<file path="src/rtl/mul_issue_sched.sv">
// Issue scheduler for a single non-pipelined multiply/divide unit.
// It picks a ready reservation-station entry round-robin, times the op, and then arbitrates for the CDB.
module mul_issue_sched #(
    parameter int NUM_RS  = 3,
    parameter int TAG_W   = 3,
    parameter int MUL_LAT = 4,
    parameter int DIV_LAT = 16
) (
    input  logic                  clk1,
    input  logic                  rst_n,
    input  logic [NUM_RS-1:0]     rs_valid,
    input  logic [NUM_RS-1:0]     rs_ready,
    input  logic [3*NUM_RS-1:0]   rs_fun3,
    input  logic [TAG_W*NUM_RS-1:0] rs_tag,
    input  logic                  flush,
    input  logic                  cdb_gnt,
    output logic                  issue_valid,
    output logic [1:0]            issue_sel,
    output logic [2:0]            issue_fun3,
    output logic [TAG_W-1:0]      issue_tag,
    output logic                  unit_busy,
    output logic                  cdb_req,
    output logic                  cdb_valid,
    output logic [TAG_W-1:0]      cdb_tag,
    output logic [NUM_RS-1:0]     rs_free
);

    localparam int MAX_LAT = (DIV_LAT > MUL_LAT) ? DIV_LAT : MUL_LAT;
    localparam int CNT_W   = (MAX_LAT > 1) ? $clog2(MAX_LAT) : 1;

    typedef enum logic [1:0] {
        IDLE = 2'd0,
        EXEC = 2'd1,
        REQ  = 2'd2
    } state_t;

    state_t                state_q, state_d;
    logic [CNT_W-1:0]      cnt_q, cnt_d;
    logic [1:0]            rr_ptr_q, rr_ptr_d;
    logic                  issue_valid_q, issue_valid_d;
    logic [1:0]            issue_sel_q, issue_sel_d;
    logic [2:0]            issue_fun3_q, issue_fun3_d;
    logic [TAG_W-1:0]      issue_tag_q, issue_tag_d;
    logic                  cdb_valid_q, cdb_valid_d;
    logic [NUM_RS-1:0]     rs_free_q, rs_free_d;

    logic [NUM_RS-1:0]     cand_s;
    logic                  found_s;
    logic [1:0]            win_s;
    logic [2:0]            win_fun3_s;
    logic [TAG_W-1:0]      win_tag_s;

    // Round-robin pick: first pass covers entries at or above rr_ptr, second pass wraps to the low entries.
    always_comb begin
        cand_s     = rs_valid & rs_ready & ~rs_free_q;
        found_s    = 1'b0;
        win_s      = 2'd0;
        win_fun3_s = 3'd0;
        win_tag_s  = '0;
        for (int i = 0; i < NUM_RS; i++) begin
            if (!found_s && cand_s[i] && (2'(i) >= rr_ptr_q)) begin
                found_s    = 1'b1;
                win_s      = 2'(i);
                win_fun3_s = rs_fun3[3*i +: 3];
                win_tag_s  = rs_tag[TAG_W*i +: TAG_W];
            end else begin
                found_s = found_s;
            end
        end
        for (int i = 0; i < NUM_RS; i++) begin
            if (!found_s && cand_s[i]) begin
                found_s    = 1'b1;
                win_s      = 2'(i);
                win_fun3_s = rs_fun3[3*i +: 3];
                win_tag_s  = rs_tag[TAG_W*i +: TAG_W];
            end else begin
                found_s = found_s;
            end
        end
    end

    // Next-state logic; flush wins over both a pending grant and a new issue.
    always_comb begin
        state_d       = state_q;
        cnt_d         = cnt_q;
        rr_ptr_d      = rr_ptr_q;
        issue_valid_d = 1'b0;
        issue_sel_d   = issue_sel_q;
        issue_fun3_d  = issue_fun3_q;
        issue_tag_d   = issue_tag_q;
        cdb_valid_d   = 1'b0;
        rs_free_d     = '0;
        if (flush) begin
            state_d = IDLE;
            cnt_d   = '0;
        end else begin
            case (state_q)
                IDLE: begin
                    if (found_s) begin
                        issue_valid_d = 1'b1;
                        issue_sel_d   = win_s;
                        issue_fun3_d  = win_fun3_s;
                        issue_tag_d   = win_tag_s;
                        rr_ptr_d      = (win_s == 2'(NUM_RS-1)) ? 2'd0 : win_s + 2'd1;
                        cnt_d         = (win_fun3_s == 3'd1) ? CNT_W'(DIV_LAT-1) : CNT_W'(MUL_LAT-1);
                        state_d       = EXEC;
                    end else begin
                        state_d = IDLE;
                    end
                end
                EXEC: begin
                    if (cnt_q == '0) begin
                        state_d = REQ;
                    end else begin
                        cnt_d = cnt_q - CNT_W'(1);
                    end
                end
                REQ: begin
                    if (cdb_gnt) begin
                        cdb_valid_d = 1'b1;
                        rs_free_d   = {{(NUM_RS-1){1'b0}}, 1'b1} << issue_sel_q;
                        state_d     = IDLE;
                    end else begin
                        state_d = REQ;
                    end
                end
                default: begin
                    state_d = IDLE;
                    cnt_d   = '0;
                end
            endcase
        end
    end

    // State and output registers.
    always_ff @(posedge clk1 or negedge rst_n) begin
        if (!rst_n) begin
            state_q       <= IDLE;
            cnt_q         <= '0;
            rr_ptr_q      <= 2'd0;
            issue_valid_q <= 1'b0;
            issue_sel_q   <= 2'd0;
            issue_fun3_q  <= 3'd0;
            issue_tag_q   <= '0;
            cdb_valid_q   <= 1'b0;
            rs_free_q     <= '0;
        end else begin
            state_q       <= state_d;
            cnt_q         <= cnt_d;
            rr_ptr_q      <= rr_ptr_d;
            issue_valid_q <= issue_valid_d;
            issue_sel_q   <= issue_sel_d;
            issue_fun3_q  <= issue_fun3_d;
            issue_tag_q   <= issue_tag_d;
            cdb_valid_q   <= cdb_valid_d;
            rs_free_q     <= rs_free_d;
        end
    end

    assign issue_valid = issue_valid_q;
    assign issue_sel   = issue_sel_q;
    assign issue_fun3  = issue_fun3_q;
    assign issue_tag   = issue_tag_q;
    assign unit_busy   = (state_q != IDLE);
    assign cdb_req     = (state_q == REQ);
    assign cdb_valid   = cdb_valid_q;
    assign cdb_tag     = issue_tag_q;
    assign rs_free     = rs_free_q;

endmodule

</file>
<file path="config.mk">
export PLATFORM = sky130hd
export DESIGN_NAME = mul_issue_sched
export DESIGN_NICKNAME = d
export VERILOG_FILES = /design/src/rtl/mul_issue_sched.sv
export SDC_FILE = /design/constraint.sdc
export NUM_CORES = 1
export LEC_CHECK = 0
export CAP_MARGIN = 20
export CORE_MARGIN = 5
export CORE_UTILIZATION = 35
export DETAILED_ROUTE_END_ITERATION = 16
export GPL_ROUTABILITY_DRIVEN = 0
export RECOVER_POWER = 25
export SKIP_CTS_REPAIR_TIMING = 1
export SLEW_MARGIN = 15
export SYNTH_ARGS = -nofsm -noshare
export SYNTH_HDL_FRONTEND = slang
export SYNTH_SLANG_ARGS = --single-unit
</file>
<file path="constraint.sdc">
create_clock -name clk1 -period 1.9 [get_ports clk1]
set_input_delay 0.38 -clock clk1 [delete_from_list [all_inputs] [get_ports clk1]]
set_output_delay 0.38 -clock clk1 [all_outputs]
set_load 0.05 [all_outputs]
</file>
Word level (Yosys, flattened, before mapping)
Index checks and enable logic that the tools add are counted.
{ "classes": {"bitwise_logic": 4, "addsub": 2, "n_shift": 1, "order_cmp": 3, "n_reduce_logical": 18, "n_eq_ne": 8, "n_mux": 43} }
{ "op_table": {"columns": ["operator", "n"], "rows": [
  ["$mux W3", 15],
  ["$mux W2", 8],
  ["$mux W4", 4],
  ["$mux W1", 14],
  ["$pmux W4 S3", 1],
  ["$ne A3 B3 Y1 const B", 3],
  ["$logic_and A1 B1 Y1", 8],
  ["$and A3 B3 Y3", 2],
  ["$pmux W2 S3", 1],
  ["$reduce_and A3 Y1", 2],
  ["$logic_not A1 Y1", 5],
  ["$eq A2 B2 Y1 const B", 2],
  ["$ge A1 B2 Y1 const A", 2],
  ["$logic_not A4 Y1", 1],
  ["$sub A4 B1 Y4 const B", 1],
  ["$eq A3 B1 Y1 const B", 1],
  ["$not A3 Y3", 1],
  ["$shl A1 B2 Y3 const A", 1],
  ["$add A2 B1 Y2 const B", 1],
  ["$eq A2 B1 Y1 const B", 1],
  ["$ge A2 B2 Y1 const A", 1],
  ["$logic_not A2 Y1", 1],
  ["$ne A2 B2 Y1 const B", 1],
  ["$reduce_bool A2 Y1", 1],
  ["$not A1 Y1", 1]
]} }
{ "word_totals": {"in_bits": 28, "regBits": 21, "output_inout_bits": 18, "wordCells": 88} }

Depth between registers and ports, before layout
Gate-level depths: netlist of run 1.
{ "logic_depth": {"depth_word": 26, "ltp_mapped": 7, "mapped_depth_nobuf": 7} }

Least setup slack after synthesis of run 1
Ideal clock, no wire load.
{ "synth_timing": {"kind": "reg2reg", "startpoint": "register rs_free_q[2], in the netlist rs_free[2]", "endpoint": "register cnt_q[3]", "path_buffers": 1, "setup_time_ps": 132, "period_less_slack_ps": 1954, "arrival_ps": 1821, "stages_incl_launch_ff": 8, "t_required_ps": 1768, "path_slack_ps": -54, "cell_sequence": "dfrtp_1 and3b_1 buf_2 a31o_1 a222oi_1 o32ai_1 nand4_1 o211ai_1"} }
{ "synth_via": {"elab_chain_len": 19, "word_cells_on_any_way": 25, "cone_classes": "eq/ne (2); mux (12); bitwise (2); reduce/logical (9)"} }
{ "synth_rtl": {"columns": ["item", "line_no", "rtl"], "rows": [
  ["start, declared", "45", "logic [NUM_RS-1:0] rs_free_q, rs_free_d;"],
  ["start signal, assigned", "156", "rs_free_q <= rs_free_d;"],
  ["$not A3 Y3 *", "55", "cand_s = rs_valid & rs_ready & ~rs_free_q;"],
  ["$and A3 B3 Y3 *", "55", null],
  ["$logic_and A1 B1 Y1 (2 in series)", "61", "if (!found_s && cand_s[i] && (2'(i) >= rr_ptr_q)) begin"],
  ["$mux W1", "61", null],
  ["$logic_not A1 Y1", "71", "if (!found_s && cand_s[i]) begin"],
  ["$logic_and A1 B1 Y1", "71", null],
  ["$mux W1", "71", null],
  ["$logic_not A1 Y1", "71", null],
  ["[2 not listed]", null, null],
  ["$logic_not A1 Y1", "71", null],
  ["$logic_and A1 B1 Y1", "71", null],
  ["$mux W3", "71", null],
  ["$eq A3 B1 Y1", "105", "cnt_d = (win_fun3_s == 3'd1) ? CNT_W'(DIV_LAT-1) : CNT_W'(MUL_LAT-1);"],
  ["$mux W4", "105", null],
  ["$mux W4", "99", "if (found_s) begin"],
  ["$pmux W4 S3", "97", "case (state_q)"],
  ["$mux W4", "93", "if (flush) begin"],
  ["end signal, assigned", "149", "cnt_q <= cnt_d;"],
  ["end, declared", "38", "logic [CNT_W-1:0] cnt_q, cnt_d;"]
]} }
Mark *: on every way between the ends. The rest lies on a longest branch, timed or not. The select of a mux whose other input is x is not followed.
A chain may end at the register's enable or synchronous reset.

Final worst setup path of run 1
{ "layout_timing": {"startpoint": "register issue_tag_q[2], in the netlist cdb_tag[2]", "endpoint": "output issue_tag[2]"} }
{ "layout_lines": {"columns": ["item", "line_no", "rtl"], "rows": [
  ["start, declared", "43", "logic [TAG_W-1:0] issue_tag_q, issue_tag_d;"],
  ["start signal, assigned", "154", "issue_tag_q <= issue_tag_d;"],
  ["end, declared", "20", "output logic [TAG_W-1:0] issue_tag,"]
]} }
No word-level cell between the ends.

==> impl_results.md, run 1 <==
- CTS max path bufs: 2
- Slowest CP cell: clkdlybuf4s50_1
- CTS tree: built
- Critical path fanouts, max: 3
- Setup crit end kind: output port
- Worst Tran Pin Value: 0.491 ns
- Gr ovfl total: 0
- RR Startpoint: rs_free[1]
- Max_cap viols: 0
- Vias per cell: 5.32
- Post-synth EDFFs: 0
- PwrDens: 1090 nW/µm²
- Average cell area after synthesis: 9.25 µm²
- Synth Flop Type: dfrtp_1
- Crit path kind: reg2out
- F_max: 544 MHz
- Fin crit share: 96.7%
- CORE AREA: 3690 µm²
- Die width: 71.7 µm
- Die Ht: 71.7 µm
- Crit-path max cell delay: 0.81 ns
- Critical Path AT: 1.46 ns
- Clock sinks: 21
- Drt wl/cell: 14.7 µm
- Htree depth: 1
- DRC violation count after routing: 0
- Synth Register Bits: 21
- Hold Fails Final Rpt: 0
- Final worst setup slack: 0.0627 ns
- Top-count cell post-synth: dfrtp_1
- Cell taking the most area after synthesis: dfrtp_1
- Initial Util: 36.1%
- Crit. path cell count: 1
- Drt initial violations: 165
- Initial antenna violation count: 0
- Slew HR: 67.1%
- Vias: 1416
- Max Transition Viols Final: 0
- Worst R2R Path Depth: 6
- Post-synth top area share: 39.4%
- Layout Skew: 0.00312 ns
- Netlist Area Pre-Place: 1330 µm²
- Largest net degree at the start of global routing: 22
- Fin nets: 249
- Async S/R FF share, synth: 100%
- R2R setup slack: 0.13 ns
- LEAKAGE: 1.03 nW
- DP Worst Slack: -0.304 ns
- Utilization after layout: 56.9%
- Sequential-to-total area share from yosys stat: 39.4%
- Fin crit period: 1.84 ns
- Die area: 5140 µm²
- Clk root buf: clkbuf_8
- Gr busiest metal: met2
- Row cnt: 22
- CP delay by family, top: buffers and inverters
- Synth area leaders: dfrtp_1 39%, nand2_1 5.4%, o21ai_0 4.9%
- Setup violations, final: 0
- Status: complete, no violations
- First-pass GRT wire length: 6.56 mm
- Reg-to-reg endpoint: cnt_q[3]
- Area delta synth->final: 57.5%
- I/O pin cnt: 46
- Hold Worst Slack: 0.504 ns
- RSZ-0062 raised after global routing: no
- Type of the most critical hold path: reg2reg
- CP Cell Sequence: clkdlybuf4s50_1
- Clock transition at path regs: 0.08 ns
- Vias in the first global route: 1378
- Worst VDD drop: 0.000608 V
- Worst EP required: 1.52 ns
- IO Port Bufs: 45
- Synth Warn #: 0
- GRT Resource Usage Total: 15.8%
- GR Layer Usage met3: 3.09%
- Synth unique cells: 46
- Number of diodes: 0
- Antenna-violating nets left: 0
- Critical path capture point: issue_tag[2]
- Layout cell share with drive strength beyond 1: 31.2%
- HPWL after detailed placement: 3.11 mm
- Grt met1 use: 21.8%
- CP startpoint: cdb_tag[2]
- Worst-Skew Late Latency: 0.26 ns
- CTS buffer count: 3
- Top cells by count, synth: 21 x dfrtp_1, 19 x nand2_1, 13 x o21ai_0
- Startpoint Class: flop
- Final WL: 3.91 mm
- Syn Inst Count: 144
- Met2 usage: 25.2%
- Pre-antenna DRT Iters: 4
- CP Buf/Inv Count: 1
- Syn Nets: 174
-- cell families after synthesis --
group           count (synthesis)  synth area share, %
compound gates                 45                 23.1
fa+ha+maj                       2                 1.88
buf+inv                        14                 5.45
flops                          21                 39.4
mux                             1                0.845
simple gates                   61                 29.3
-- cell usage in the layout, fill, tap and decap left out, drive strengths merged, types with 2 or more instances in the layout --
cell type,instances
nor2b,2
dfrtp,21
o21ai,13
clkbuf,3
nor3,4
nand3,2
and4b,2
a21oi,4
or2,3
inv,7
nand3b,5
nor3b,4
o21a,2
ha,2
o22ai,6
a222oi,5
a21boi,2
clkdlybuf4s50,21
nand2,20
o211ai,2
dlymetal6s2s,6
a31oi,3
and3b,3
o31ai,2
nand2b,4
nor2,7
buf,49
-- routing by layer --
layer / share of wire, % / vias up
li1: - / 686
met1: 45 / 665
met2: 46 / 60
met3: 7.9 / 5
met4: 0.77 / 0
met5: 0 / -
-- power by group --
group	leakage, nW	switching (W)	internal (W)
Combinational	0.734	0.000780	0.000519
Clock	0.0255	0.000146	0.000146
Sequential	0.271	0.000120	0.000576
-- sequential cells by signal (all words and copies together), names as in the netlist --
name	cells
cnt_q	4
cdb_tag	3
issue_fun3	3
rs_free	3
issue_sel	2
rr_ptr_q	2
state_q	2
cdb_valid	1
issue_valid	1
-- final cells by class --
cell class,count,area [µm²]
Fill cell,344,1590
Multi-Input combinational cell,109,762
Timing Repair Buffer,77,676
Sequential cell,21,528
Tap cell,48,60.1
Clock buffer,3,41.3
Inverter,7,26.3
Clock inverter,1,5.00
-- worst min path at each step --
stage | start | endpoint | depth (start not counted)
finish | issue_fun3[2] | issue_fun3[2] | 1
global route | issue_fun3[2] | issue_fun3[2] | 1
CTS | rst_n | cdb_tag[2] | 2
detailed placement | issue_fun3[2] | issue_fun3[2] | 1
global placement | issue_fun3[2] | issue_fun3[2] | 1
floorplan | rst_n | cdb_tag[0] | 0
-- per-stage QoR --
step	area, µm²	TNS [ns]	total power [W]	instances
2_1_floorplan	1340	0	0.00153	144
3_3_place_gp	2000	-1.83	0.00197	261
3_5_place_dp	2000	-2.30	0.00198	261
4_1_cts	2050	-0.0156	0.00228	265
5_1_grt	2100	0	0.00244	266
6_report	2100	0	0.00229	266
-- worst reg2reg max path: stages, from the launching register on --
cell and delay (ns):
dfrtp_1 0.43, nand3b_4 0.22, a31o_1 0.24, a222oi_1 0.34, o32ai_1 0.18, nand4_1 0.13
o211ai_1 0.10
No activity file was read; power rests on OpenSTA's default activity.
==> run 2, diff against run 1 <==
--- a/config.mk
+++ b/config.mk
@@ -7,9 +7,10 @@
 export LEC_CHECK = 0
 export CAP_MARGIN = 20
 export CORE_MARGIN = 5
-export CORE_UTILIZATION = 35
+export CORE_UTILIZATION = 40
 export DETAILED_ROUTE_END_ITERATION = 16
 export GPL_ROUTABILITY_DRIVEN = 0
+export PLACE_DENSITY = 0.72
 export RECOVER_POWER = 25
 export SKIP_CTS_REPAIR_TIMING = 1
 export SLEW_MARGIN = 15
==> impl_results.md, run 2 (synthesis results as in run 1) <==
- Clock sinks: 21 (unchanged)
- CTS buffer count: 3 (unchanged)
- Status: complete, no violations
- Initial antenna violation count: 0 (unchanged)
- Worst-Skew Late Latency: 0.30 ns (+0.04 ns)
- Largest net degree at the start of global routing: 22 (unchanged)
- Startpoint Class: flop
- Max_cap viols: 0 (unchanged)
- DRC violation count after routing: 0 (unchanged)
- First-pass GRT wire length: 6.38 mm (-2.8%)
- Fin crit share: 96.0% (-0.71 points)
- R2R setup slack: 0.09 ns (-0.04 ns)
- Antenna-violating nets left: 0 (unchanged)
- Slowest CP cell: clkdlybuf4s50_1
- Clock transition at path regs: 0.12 ns (+0.04 ns)
- Layout Skew: 0.00762 ns (+0.00450 ns)
- RSZ-0062 raised after global routing: yes
- FILL cells: 271 (-21%)
- Crit. path cell count: 1 (unchanged)
- Hold Fails Final Rpt: 0 (unchanged)
- Final WL: 4.06 mm (+3.9%)
- Largest register FFs: 4 (unchanged)
- Htree depth: 1 (unchanged)
- Number of diodes: 0 (unchanged)
- CP Cell Sequence: clkdlybuf4s50_1
- PwrDens: 1060 nW/µm² (-2.4%)
- GRT Resource Usage Total: 17.9% (+2.1 points)
- Die area: 4590 µm² (-11%)
- Power share of the sequential group: 31.0% (+0.6 points)
- Reg-to-reg endpoint: issue_fun3[1]
- Vias in the first global route: 1424 (+3.3%)
- Clock share of power: 9.7% (-3.1 points)
- Drt initial violations: 94 (-43%)
- Placed Instances: 258 (-1.1%)
- Commonest non-fill, non-tap cell in the layout: buf_4
- Reg with most FFs: cnt_q
- Row cnt: 21 (-4.5%)
- Crit-path max cell delay: 0.80 ns (about the same)
- Worst R2R Path Depth: 7 (+1)
- Critical path capture point: issue_valid
- Vias: 1447 (+2.2%)
- Comb pwr share: 59.3% (+2.5 points)
- Layout cell share with drive strength beyond 1: 32.9% (+1.7 points)
- Setup crit end kind: output port
- HPWL after detailed placement: 3.20 mm (+2.9%)
- Vias per cell: 5.40 (+1.4%)
- Slew HR: 22.9% (-44 points)
- Worst Tran Pin Value: 1.16 ns (+0.665 ns)
- Gr ovfl total: 0 (unchanged)
- Max Transition Viols Final: 0 (unchanged)
- Fin nets: 253 (+1.6%)
- Worst EP required: 1.52 ns (about the same)
- CP delay by family, top: buffers and inverters
- I/O pin cnt: 46 (unchanged)
- Die Ht: 67.7 µm (-5.6%)
- Pint: 0.00118 W (-4.6%)
- Critical path fanouts, max: 1 (-2)
- CTS tree: built
- F_max: 548 MHz (+0.74%)
- Fin crit period: 1.82 ns (-0.0135 ns)
- Most frequent cells in the layout: 51 x buf_4, 21 x clkdlybuf4s50_1, 19 x nand2_1, 18 x dfrtp_1, 12 x o21ai_0
- Critical Path AT: 1.44 ns (-0.02 ns)
- IO Port Bufs: 45 (unchanged)
- CP startpoint: issue_valid
- Crit path kind: reg2out
- LEAKAGE: 1.05 nW (+1.7%)
- Final Instance Count excl. Fillers: 268 (+0.75%)
- Initial Util: 40.6% (+4.4 points)
- Type of the most critical hold path: reg2reg
- CP Buf/Inv Count: 1 (unchanged)
- Setup TNS: 0 ns (unchanged)
- Clk root buf: clkbuf_4
- Area delta synth->final: 58.1%
- Worst VDD drop: 0.000481 V (-21%)
- RR Startpoint: rs_free[1]
- Die width: 67.7 µm (-5.6%)
- CORE AREA: 3280 µm² (-11%)
- Drt wl/cell: 15.1 µm (+3.1%)
- Pre-antenna DRT Iters: 4 (unchanged)
- NetSw: 0.00106 W (+1.1%)
- Setup violations, final: 0 (unchanged)
- Sw frac: 47.2% (+1.4 points)
- CTS max path bufs: 2 (unchanged)
==> run 2: worst min-delay path by stage <==
stage	start	endpoint	slack [ns]	depth (start not counted)
4_1_cts	rst_n	issue_fun3[0]	0.40	2
2_1_floorplan	rst_n	cdb_tag[0]	0.08	0
6_report	issue_sel[0]	rs_free[2]	0.51	1
3_5_place_dp	issue_sel[1]	rs_free[1]	0.49	1
3_3_place_gp	issue_fun3[1]	issue_fun3[1]	0.49	2
5_1_grt	issue_sel[1]	rs_free[0]	0.53	1
==> run 2: worst register-to-register path: cells and delay by family, from the launching register on <==
kind	cells	cell delay (ns)
simple gates	1	0.21
flops	1	0.44
buf+inv	3	0.46
compound gates	3	0.62
==> run 2: power by group through the flow <==
stage / clock, W / sequential [W] / combinational (W)
final: 0.000217 / 0.000694 / 0.00133
after global routing: 0.000248 / 0.000711 / 0.00143
after CTS: 0.000228 / 0.000702 / 0.00128
after detailed placement: 0 / 0.000711 / 0.00128
after global placement: 0 / 0.000701 / 0.00124
after floorplan: 0 / 0.000935 / 0.000590
==> run 2: cell type report <==
type                            count  area [µm²]  area share [%]
Multi-Input combinational cell    109         764            36.3
Timing Repair Buffer               81         702            33.3
Sequential cell                    21         529            25.1
Tap cell                           46        57.6            2.73
Inverter                            7        26.3            1.25
Clock buffer                        3        22.5            1.07
Clock inverter                      1        5.00           0.238
==> run 2: per-layer routing <==
| metal | track usage, % | share of wire, % | up-vias |
|---|---|---|---|
| li1 | - | - | 697 |
| met4 | 6.33 | 1.2 | 0 |
| met2 | 30.7 | 51 | 50 |
| met5 | 0 | 0 | - |
| met1 | 23.0 | 43 | 693 |
| met3 | 2.16 | 5.2 | 7 |
==> run 2: per-stage QoR <==
stage	instance area [µm²]	utilization, %	hold slack [ns]	total power [W]	worst slack (ns)
after detailed placement	1990	60.6	0.488	0.00199	-0.320
after floorplan	1340	-	0.0844	0.00153	0.0136
final	2110	64.2	0.510	0.00224	0.0762
after global placement	1990	60.6	0.487	0.00195	-0.282
after CTS	2020	61.5	0.400	0.00221	0.0155
after global routing	2110	64.2	0.533	0.00239	-0.0146
==> run 3, diff against run 2 <==
--- a/config.mk
+++ b/config.mk
@@ -8,6 +8,7 @@
 export CAP_MARGIN = 20
 export CORE_MARGIN = 5
 export CORE_UTILIZATION = 40
+export CTS_BUF_LIST = sky130_fd_sc_hd__clkbuf_4 sky130_fd_sc_hd__clkbuf_8
 export DETAILED_ROUTE_END_ITERATION = 16
 export GPL_ROUTABILITY_DRIVEN = 0
 export PLACE_DENSITY = 0.72
==> results of run 3 <==
Same layout as run 2: the final DEF is identical, and so are final timing and power.
